## config.mk

```make
export PLATFORM = sky130hd
export DESIGN_NAME = systolic_skew_feeder_flat
export DESIGN_NICKNAME = d
export VERILOG_FILES = /design/src/rtl/systolic_skew_feeder_pkg.sv /design/src/rtl/systolic_skew_feeder_if.sv /design/src/rtl/systolic_skew_feeder_skew_mat_store.sv /design/src/rtl/systolic_skew_feeder.sv /design/src/flat_wrapper.sv
export SDC_FILE = /design/constraint.sdc
export NUM_CORES = 1
export LEC_CHECK = 0
export ABC_CLOCK_PERIOD_IN_PS = 4740
export CAP_MARGIN = 30
export CORE_MARGIN = 4
export CORE_UTILIZATION = 28
export CTS_BUF_LIST = sky130_fd_sc_hd__clkbuf_4 sky130_fd_sc_hd__clkbuf_8
export DETAILED_ROUTE_END_ITERATION = 10
export GPL_TIMING_DRIVEN = 1
export PLACE_DENSITY = 0.47
export SKIP_CTS_REPAIR_TIMING = 1
export SLEW_MARGIN = 25
export SYNTH_ARGS = -nofsm -noshare
export SYNTH_HDL_FRONTEND = slang
export SYNTH_HIERARCHICAL = 1
export SYNTH_SLANG_ARGS = --single-unit
```

## constraint.sdc

```tcl
create_clock -name i_clk -period 4.74 [get_ports i_clk]
set_input_delay 0.948 -clock i_clk [delete_from_list [all_inputs] [get_ports i_clk]]
set_output_delay 0.948 -clock i_clk [all_outputs]
set_load 0.01 [all_outputs]
```

## src/rtl/systolic_skew_feeder_pkg.sv

```systemverilog
// Shared constants, FSM encoding and element indexing for the skew feeder.
package systolic_skew_feeder_pkg;

    localparam int unsigned N      = 3;
    localparam int unsigned DATA_W = 32;
    localparam int unsigned NELEM  = N * N;
    localparam int unsigned ADDR_W = 4;

    typedef enum logic [1:0] {
        StIdle,
        StFeed,
        StDrain,
        StDone
    } feed_state_e;

    // Row-major element index r*3+c.
    function automatic logic [ADDR_W-1:0] idx(input int r, input int c);
        return ADDR_W'(r * int'(N) + c);
    endfunction

endpackage

```

## src/rtl/systolic_skew_feeder_if.sv

```systemverilog
// Write port, start/status and skewed stream bundle between controller and feeder.
interface systolic_skew_feeder_if;
    import systolic_skew_feeder_pkg::*;

    logic              wr_en;
    logic              wr_sel;
    logic [3:0]        wr_addr;
    logic [DATA_W-1:0] wr_data;
    logic              start;
    logic              busy;
    logic              feed_valid;
    logic [DATA_W-1:0] inp_west0;
    logic [DATA_W-1:0] inp_west3;
    logic [DATA_W-1:0] inp_west6;
    logic [DATA_W-1:0] inp_north0;
    logic [DATA_W-1:0] inp_north1;
    logic [DATA_W-1:0] inp_north2;
    logic              done;

    modport master (
        output wr_en, wr_sel, wr_addr, wr_data, start,
        input  busy, feed_valid, inp_west0, inp_west3, inp_west6,
               inp_north0, inp_north1, inp_north2, done
    );

    modport slave (
        input  wr_en, wr_sel, wr_addr, wr_data, start,
        output busy, feed_valid, inp_west0, inp_west3, inp_west6,
               inp_north0, inp_north1, inp_north2, done
    );

endinterface

```

## src/rtl/systolic_skew_feeder_skew_mat_store.sv

```systemverilog
// 3x3 matrix register file: one write port, three combinational read ports.
module systolic_skew_feeder_skew_mat_store
    import systolic_skew_feeder_pkg::*;
(
    input  logic                         i_clk,
    input  logic                         i_we,
    input  logic [ADDR_W-1:0]            i_waddr,
    input  logic [DATA_W-1:0]            i_wdata,
    input  logic [N-1:0][ADDR_W-1:0]     i_raddr,
    output logic [N-1:0][DATA_W-1:0]     o_rdata
);

    // Storage is deliberately not reset; contents survive a reset so a feed can be replayed.
    logic [DATA_W-1:0] r_mem [NELEM];

    // Element write, out-of-range addresses dropped.
    always_ff @(posedge i_clk) begin
        if (i_we && (i_waddr < ADDR_W'(NELEM))) begin
            r_mem[i_waddr] <= i_wdata;
        end
    end

    // Three independent read ports.
    always_comb begin
        for (int p = 0; p < int'(N); p++) begin
            o_rdata[p] = '0;
            if (i_raddr[p] < ADDR_W'(NELEM)) begin
                o_rdata[p] = r_mem[i_raddr[p]];
            end
        end
    end

endmodule

```

## src/rtl/systolic_skew_feeder.sv

```systemverilog
// Feeds a 3x3 systolic array with diagonally skewed A rows (west) and B columns (north).
module systolic_skew_feeder
    import systolic_skew_feeder_pkg::*;
#(
    parameter int unsigned DRAIN_CYC = 4
) (
    input  logic                   i_clk,
    input  logic                   i_rst,
    systolic_skew_feeder_if.slave  io_bus
);

    localparam int unsigned LastK  = 2 * N - 2;
    localparam int unsigned CntMax = (LastK > DRAIN_CYC - 1) ? LastK : DRAIN_CYC - 1;
    localparam int unsigned CntW   = $clog2(CntMax + 1);

    feed_state_e                r_state, w_state_d;
    logic [CntW-1:0]            r_cnt, w_cnt_d;
    logic                       w_load;
    logic                       w_wr_accept;
    logic [N-1:0]               w_a_ok, w_b_ok;
    logic [N-1:0][ADDR_W-1:0]   w_a_raddr, w_b_raddr;
    logic [N-1:0][DATA_W-1:0]   w_a_rdata, w_b_rdata;
    logic [N-1:0][DATA_W-1:0]   w_west_d, w_north_d;
    logic [N-1:0][DATA_W-1:0]   r_west, r_north;

    // A start in the same cycle as a write loses to the write.
    assign w_wr_accept = io_bus.wr_en && (r_state == StIdle)
                         && (io_bus.wr_addr <= ADDR_W'(NELEM - 1));

    systolic_skew_feeder_skew_mat_store u_store_a (
        .i_clk   (i_clk),
        .i_we    (w_wr_accept && !io_bus.wr_sel),
        .i_waddr (io_bus.wr_addr),
        .i_wdata (io_bus.wr_data),
        .i_raddr (w_a_raddr),
        .o_rdata (w_a_rdata)
    );

    systolic_skew_feeder_skew_mat_store u_store_b (
        .i_clk   (i_clk),
        .i_we    (w_wr_accept && io_bus.wr_sel),
        .i_waddr (io_bus.wr_addr),
        .i_wdata (io_bus.wr_data),
        .i_raddr (w_b_raddr),
        .o_rdata (w_b_rdata)
    );

    // Next state and step counter; w_load marks an edge that enters a feed step.
    always_comb begin
        w_state_d = r_state;
        w_cnt_d   = r_cnt;
        w_load    = 1'b0;
        unique case (r_state)
            StIdle: begin
                if (io_bus.start && !io_bus.wr_en) begin
                    w_state_d = StFeed;
                    w_cnt_d   = '0;
                    w_load    = 1'b1;
                end
            end
            StFeed: begin
                if (r_cnt == CntW'(LastK)) begin
                    w_state_d = StDrain;
                    w_cnt_d   = '0;
                end else begin
                    w_cnt_d = r_cnt + 1'b1;
                    w_load  = 1'b1;
                end
            end
            StDrain: begin
                if (r_cnt == CntW'(DRAIN_CYC - 1)) begin
                    w_state_d = StDone;
                    w_cnt_d   = '0;
                end else begin
                    w_cnt_d = r_cnt + 1'b1;
                end
            end
            StDone: w_state_d = StIdle;
            default: w_state_d = StIdle;
        endcase
    end

    // Skew addressing for the upcoming step: west_i = A[i][k-i], north_j = B[k-j][j].
    always_comb begin
        for (int i = 0; i < int'(N); i++) begin
            w_a_ok[i]    = 1'b0;
            w_b_ok[i]    = 1'b0;
            w_a_raddr[i] = '0;
            w_b_raddr[i] = '0;
            if ((int'(w_cnt_d) >= i) && (int'(w_cnt_d) < i + int'(N))) begin
                w_a_ok[i]    = 1'b1;
                w_b_ok[i]    = 1'b1;
                w_a_raddr[i] = idx(i, int'(w_cnt_d) - i);
                w_b_raddr[i] = idx(int'(w_cnt_d) - i, i);
            end
        end
    end

    // Stream data, zero outside feed steps and outside the diagonal band.
    always_comb begin
        for (int i = 0; i < int'(N); i++) begin
            w_west_d[i]  = (w_load && w_a_ok[i]) ? w_a_rdata[i] : '0;
            w_north_d[i] = (w_load && w_b_ok[i]) ? w_b_rdata[i] : '0;
        end
    end

    // State, counter and registered stream outputs.
    always_ff @(posedge i_clk or negedge i_rst) begin
        if (!i_rst) begin
            r_state <= StIdle;
            r_cnt   <= '0;
            r_west  <= '0;
            r_north <= '0;
        end else begin
            r_state <= w_state_d;
            r_cnt   <= w_cnt_d;
            r_west  <= w_west_d;
            r_north <= w_north_d;
        end
    end

    assign io_bus.busy       = (r_state == StFeed) || (r_state == StDrain);
    assign io_bus.feed_valid = (r_state == StFeed);
    assign io_bus.done       = (r_state == StDone);
    assign io_bus.inp_west0  = r_west[0];
    assign io_bus.inp_west3  = r_west[1];
    assign io_bus.inp_west6  = r_west[2];
    assign io_bus.inp_north0 = r_north[0];
    assign io_bus.inp_north1 = r_north[1];
    assign io_bus.inp_north2 = r_north[2];

endmodule

```

## src/flat_wrapper.sv

```systemverilog
// flat-port wrapper written by rule: the top's interface ports become plain ports
module systolic_skew_feeder_flat import systolic_skew_feeder_pkg::*;
#(
    parameter int unsigned DRAIN_CYC = 4
)
  (i_clk, i_rst, io_bus_wr_en, io_bus_wr_sel, io_bus_wr_addr, io_bus_wr_data, io_bus_start, io_bus_busy, io_bus_feed_valid, io_bus_inp_west0, io_bus_inp_west3, io_bus_inp_west6, io_bus_inp_north0, io_bus_inp_north1, io_bus_inp_north2, io_bus_done);
  systolic_skew_feeder_if io_bus_i ();
  input  logic i_clk;
  input  logic i_rst;
  input wire logic [$bits(io_bus_i.wr_en)-1:0] io_bus_wr_en;
  input wire logic [$bits(io_bus_i.wr_sel)-1:0] io_bus_wr_sel;
  input wire logic [$bits(io_bus_i.wr_addr)-1:0] io_bus_wr_addr;
  input wire logic [$bits(io_bus_i.wr_data)-1:0] io_bus_wr_data;
  input wire logic [$bits(io_bus_i.start)-1:0] io_bus_start;
  output wire logic [$bits(io_bus_i.busy)-1:0] io_bus_busy;
  output wire logic [$bits(io_bus_i.feed_valid)-1:0] io_bus_feed_valid;
  output wire logic [$bits(io_bus_i.inp_west0)-1:0] io_bus_inp_west0;
  output wire logic [$bits(io_bus_i.inp_west3)-1:0] io_bus_inp_west3;
  output wire logic [$bits(io_bus_i.inp_west6)-1:0] io_bus_inp_west6;
  output wire logic [$bits(io_bus_i.inp_north0)-1:0] io_bus_inp_north0;
  output wire logic [$bits(io_bus_i.inp_north1)-1:0] io_bus_inp_north1;
  output wire logic [$bits(io_bus_i.inp_north2)-1:0] io_bus_inp_north2;
  output wire logic [$bits(io_bus_i.done)-1:0] io_bus_done;
  assign io_bus_i.wr_en = io_bus_wr_en;
  assign io_bus_i.wr_sel = io_bus_wr_sel;
  assign io_bus_i.wr_addr = io_bus_wr_addr;
  assign io_bus_i.wr_data = io_bus_wr_data;
  assign io_bus_i.start = io_bus_start;
  assign io_bus_busy = io_bus_i.busy;
  assign io_bus_feed_valid = io_bus_i.feed_valid;
  assign io_bus_inp_west0 = io_bus_i.inp_west0;
  assign io_bus_inp_west3 = io_bus_i.inp_west3;
  assign io_bus_inp_west6 = io_bus_i.inp_west6;
  assign io_bus_inp_north0 = io_bus_i.inp_north0;
  assign io_bus_inp_north1 = io_bus_i.inp_north1;
  assign io_bus_inp_north2 = io_bus_i.inp_north2;
  assign io_bus_done = io_bus_i.done;
  systolic_skew_feeder #(.DRAIN_CYC(DRAIN_CYC)) u_core (.i_clk(i_clk), .i_rst(i_rst), .io_bus(io_bus_i));
endmodule
```

==> results by group <==
Setup path
  – Crit path max fanout: 20
  – Worst path cell trace: inv_1 > ha_1 > a21bo_2 > a21oi_1 > a22oi_1 > buf_4 > ha_1 > xnor2_1 > ha_1 > inv_1 > a221oi_1 > o21ai_0 > a21oi_4 > nor3b_4 > buf_12 > a22o_1 > and3_2
  – Worst setup path class: flop to flop
  – Cell type of the slowest stage on the worst timing path: sky130_fd_sc_hd__dfrtp_1
  – Startpoint Class: flop
  – Crit path largest cell delay: 0.40 ns
  – Critical Path Sink Type: flop
  – Worst path required time: 5.49 ns
  – Cell mode on critical path: sky130_fd_sc_hd__ha_1
  – Arr. time, crit path: 4.91 ns

Status
  – Violations in the final reports: slew limit
  – Outcome: complete, but fails checks

Synth
  – Number of cells produced by synthesis: 2848
  – Synth Cell Area: 0.03901 sq mm
  – Count of cell types in the netlist: 57
  – Yosys synthesis warning count: 6
  – Post-synthesis simple-gate area fraction: 8.364%
  – Multiplexer share of the synthesized area: 20.70%
  – Dominant combinational cell family by area after synthesis: multiplexers
  – Largest cells by area after synthesis: sky130_fd_sc_hd__edfxtp_1, sky130_fd_sc_hd__dfrtp_1, sky130_fd_sc_hd__mux2i_1
  – Share of synthesized area occupied by flip-flops and latches: 56.97%
  – FFs w/ async S/R, synth: 25.49%
  – Leading register cell type out of synthesis: sky130_fd_sc_hd__edfxtp_1
  – Area share of the largest cell type after synthesis: 44.34%
  – Synthesized area divided by synthesized cell count: 13.70 sq um
  – Post-synth EDFFs: 576
  – Post-synthesis register bit count: 773
  – Share of synthesized cell area in full adder, half adder and majority cells: 0.8210%
  – Compound-cell area share of the yosys netlist: 9.179%
  – Library cell occupying the most area in the post-synthesis netlist: sky130_fd_sc_hd__edfxtp_1
  – Xor and xnor area share after synthesis: 0.1572%

Timing
  – Post-layout minimum cycle time: 4.158 ns
  – Final setup fails: 0
  – Worst-case setup margin in the final layout: 0.5825 ns
  – Sum of negative setup slack: 0 ns
  – Fin crit share: 87.71%
  – F_max: 240.5 MHz
  – Slew at the pin closest to its max-slew limit: 5.354 ns
  – Worst slew margin relative to its limit: -257.9%
  – Hold Vio Cnt, Final: 0
  – Max Transition Viols Final: 32
  – Unrepaired setup endpoints after global routing: no
  – Clock tree skew after final layout: 0.03656 ns

Global route
  – Largest net degree at the start of global routing: 129
  – Global-route wire length before repair: 207700 microns
  – Via count of the first global-routing pass: 28100
  – GRT overflow: 0
  – Total routing usage reported by global routing: 19.68%
  – Initial antenna violation count: 4

Placement
  – HPWL after detailed placement: 92820 microns
  – Minimum setup slack after placement: 0.003562 ns
  – Count of input and output buffers: 235
  – Final GP Congestion: 0.7991

Floorplanning
  – Starting Density: 28.27%
  – I/O Pins: 236
  – Standard-cell row count: 136
  – Area inside the core boundary: 0.1380 sq mm
  – Die Footprint: 0.1454 sq mm
  – Horizontal extent of the die: 381.3 microns
  – Die boundary height: 381.3 microns

CTS
  – Clock Sink Count: 773
  – Root buffer cell: sky130_fd_sc_hd__clkbuf_8
  – Clock buffers created by TritonCTS: 135
  – Deepest level of the CTS H-tree: 4
  – TritonCTS clock tree: yes
  – Register clock-pin slew on the reported worst setup and hold paths: 0.06 ns
  – Clock Latency Late Sink: 0.84 ns
  – Worst-case clock buffer depth: 3

Final layout
  – Sequential standard cell area: 0.02223 sq mm
  – Share of cells above drive strength 1: 24.17%
  – Final net count: 3346
  – Commonest cells after routing, fill and taps aside: sky130_fd_sc_hd__edfxtp_1, sky130_fd_sc_hd__mux2i_1, sky130_fd_sc_hd__clkdlybuf4s50_1
  – Multi-input logic area: 0.01559 sq mm
  – Number of filler cells placed in the layout: 13540
  – Layout area overhead: 24.45%
  – Most common cell after layout, fill and taps aside: sky130_fd_sc_hd__edfxtp_1

Hold path
  – Worst min-delay path category: primary input to async pin

Route
  – DRC marker count from the first detailed-route iteration: 2125
  – Remaining design rule violation count: 0
  – Remaining antenna violation count after routing: 0
  – DR vias/cell: 5.186
  – Final wirelength: 147200 microns
  – Wire length per cell: 27.98 microns
  – Count of TritonRoute iterations in the first routing pass: 5
  – Total number of vias: 27280

Flow run
  – Max-cap violation count: 0
[cells by family after synthesis]
family | count (synthesis)
DFF | 773
muxes | 680
and+or+nand+nor | 598
AOI/OAI and AO/OA | 528
buffers and inverters | 236
adders and majority gates | 25
xor gates and xnor gates | 7
other | 1
[sequential cells by signal, summed over array words and instances (netlist names)]
name and cells:
u_core/io_bus.inp_north1 32, u_core/u_store_a/r_mem 288, u_core/io_bus.inp_north0 32, u_core/r_cnt 3
u_core/u_store_b/r_mem 288, u_core/io_bus.inp_west6 32, u_core/r_state 2, u_core/io_bus.inp_west3 32
u_core/io_bus.inp_north2 32, u_core/io_bus.inp_west0 32
[synth_stat cells, types with 9 or more instances]
cell	n
sky130_fd_sc_hd__buf_4	28
sky130_fd_sc_hd__nand2_1	158
sky130_fd_sc_hd__a22oi_1	45
sky130_fd_sc_hd__clkbuf_1	87
sky130_fd_sc_hd__dfrtp_1	197
sky130_fd_sc_hd__nor2b_1	51
sky130_fd_sc_hd__and2_1	71
sky130_fd_sc_hd__a221oi_1	49
sky130_fd_sc_hd__o22ai_1	189
sky130_fd_sc_hd__a22o_1	66
sky130_fd_sc_hd__mux4_2	82
sky130_fd_sc_hd__a21oi_1	42
sky130_fd_sc_hd__nor2_1	89
sky130_fd_sc_hd__clkbuf_2	9
sky130_fd_sc_hd__o31ai_1	41
sky130_fd_sc_hd__and3_1	80
sky130_fd_sc_hd__edfxtp_1	576
sky130_fd_sc_hd__inv_1	14
sky130_fd_sc_hd__buf_6	28
sky130_fd_sc_hd__mux2_2	116
sky130_fd_sc_hd__and3_2	48
sky130_fd_sc_hd__ha_1	24
sky130_fd_sc_hd__nand2b_1	66
sky130_fd_sc_hd__o21ai_0	27
sky130_fd_sc_hd__o21ai_1	60
sky130_fd_sc_hd__mux2i_1	476
sky130_fd_sc_hd__buf_2	47
sky130_fd_sc_hd__buf_8	10
[per-layer routing]
layer | share of wire (%) | global-route usage (%) | vias to the layer above
met5 | 0.0048 | 0 | -
met2 | 47 | 31.98 | 971
met4 | 2.4 | 5.746 | 2
met1 | 44 | 26.57 | 14130
met3 | 6.2 | 4.016 | 241
li1 | - | - | 11930
[final timing paths]
check                                  start  cells past startpoint  slack [ns]                            to
min reg2reg                u_core/r_state[0]                      2        0.61             u_core/r_state[0]
max in group asynchronous              i_rst                      4        3.09  u_core/io_bus.inp_north1[28]
min                                    i_rst                      2        0.57   u_core/io_bus.inp_west0[11]
min in group i_clk         u_core/r_state[0]                      2        0.61             u_core/r_state[0]
max reg2reg                u_core/r_state[1]                     17        0.58  u_core/io_bus.inp_north2[15]
max                        u_core/r_state[1]                     17        0.58  u_core/io_bus.inp_north2[15]
[cell type report]
cell class / count / area share, %
sequential: 773 / 45.78
multi-input combinational: 1846 / 32.11
timing repair buffer: 510 / 11.12
clock buffer: 210 / 5.399
tap: 1863 / 4.801
clock inverter: 39 / 0.6571
inverter: 14 / 0.1082
antenna: 5 / 0.02577
[metrics by stage]
stage	instances	hold WS [ns]	area [sq um]	util [%]
global placement	5003	0.5790	45550	33.01
global route	5256	0.5623	48540	35.17
finish	5260	0.5702	48550	35.18
detailed placement	5004	0.5896	45560	33.01
floorplan	2855	0.5513	39040	-
CTS	5253	0.1405	48500	35.15
[worst max-delay path: cells and delay by family (launching register included)]
family / cells / cell delay [ns]
buffers and inverters: 4 / 0.59
DFF: 1 / 0.40
and+or+nand+nor: 2 / 0.47
AOI/OAI and AO/OA: 7 / 1.53
adders and majority gates: 3 / 0.81
xor gates and xnor gates: 1 / 0.24
Power is not shown: default switching activity piles up to over one toggle a cycle in this logic, so the estimate is an artifact.
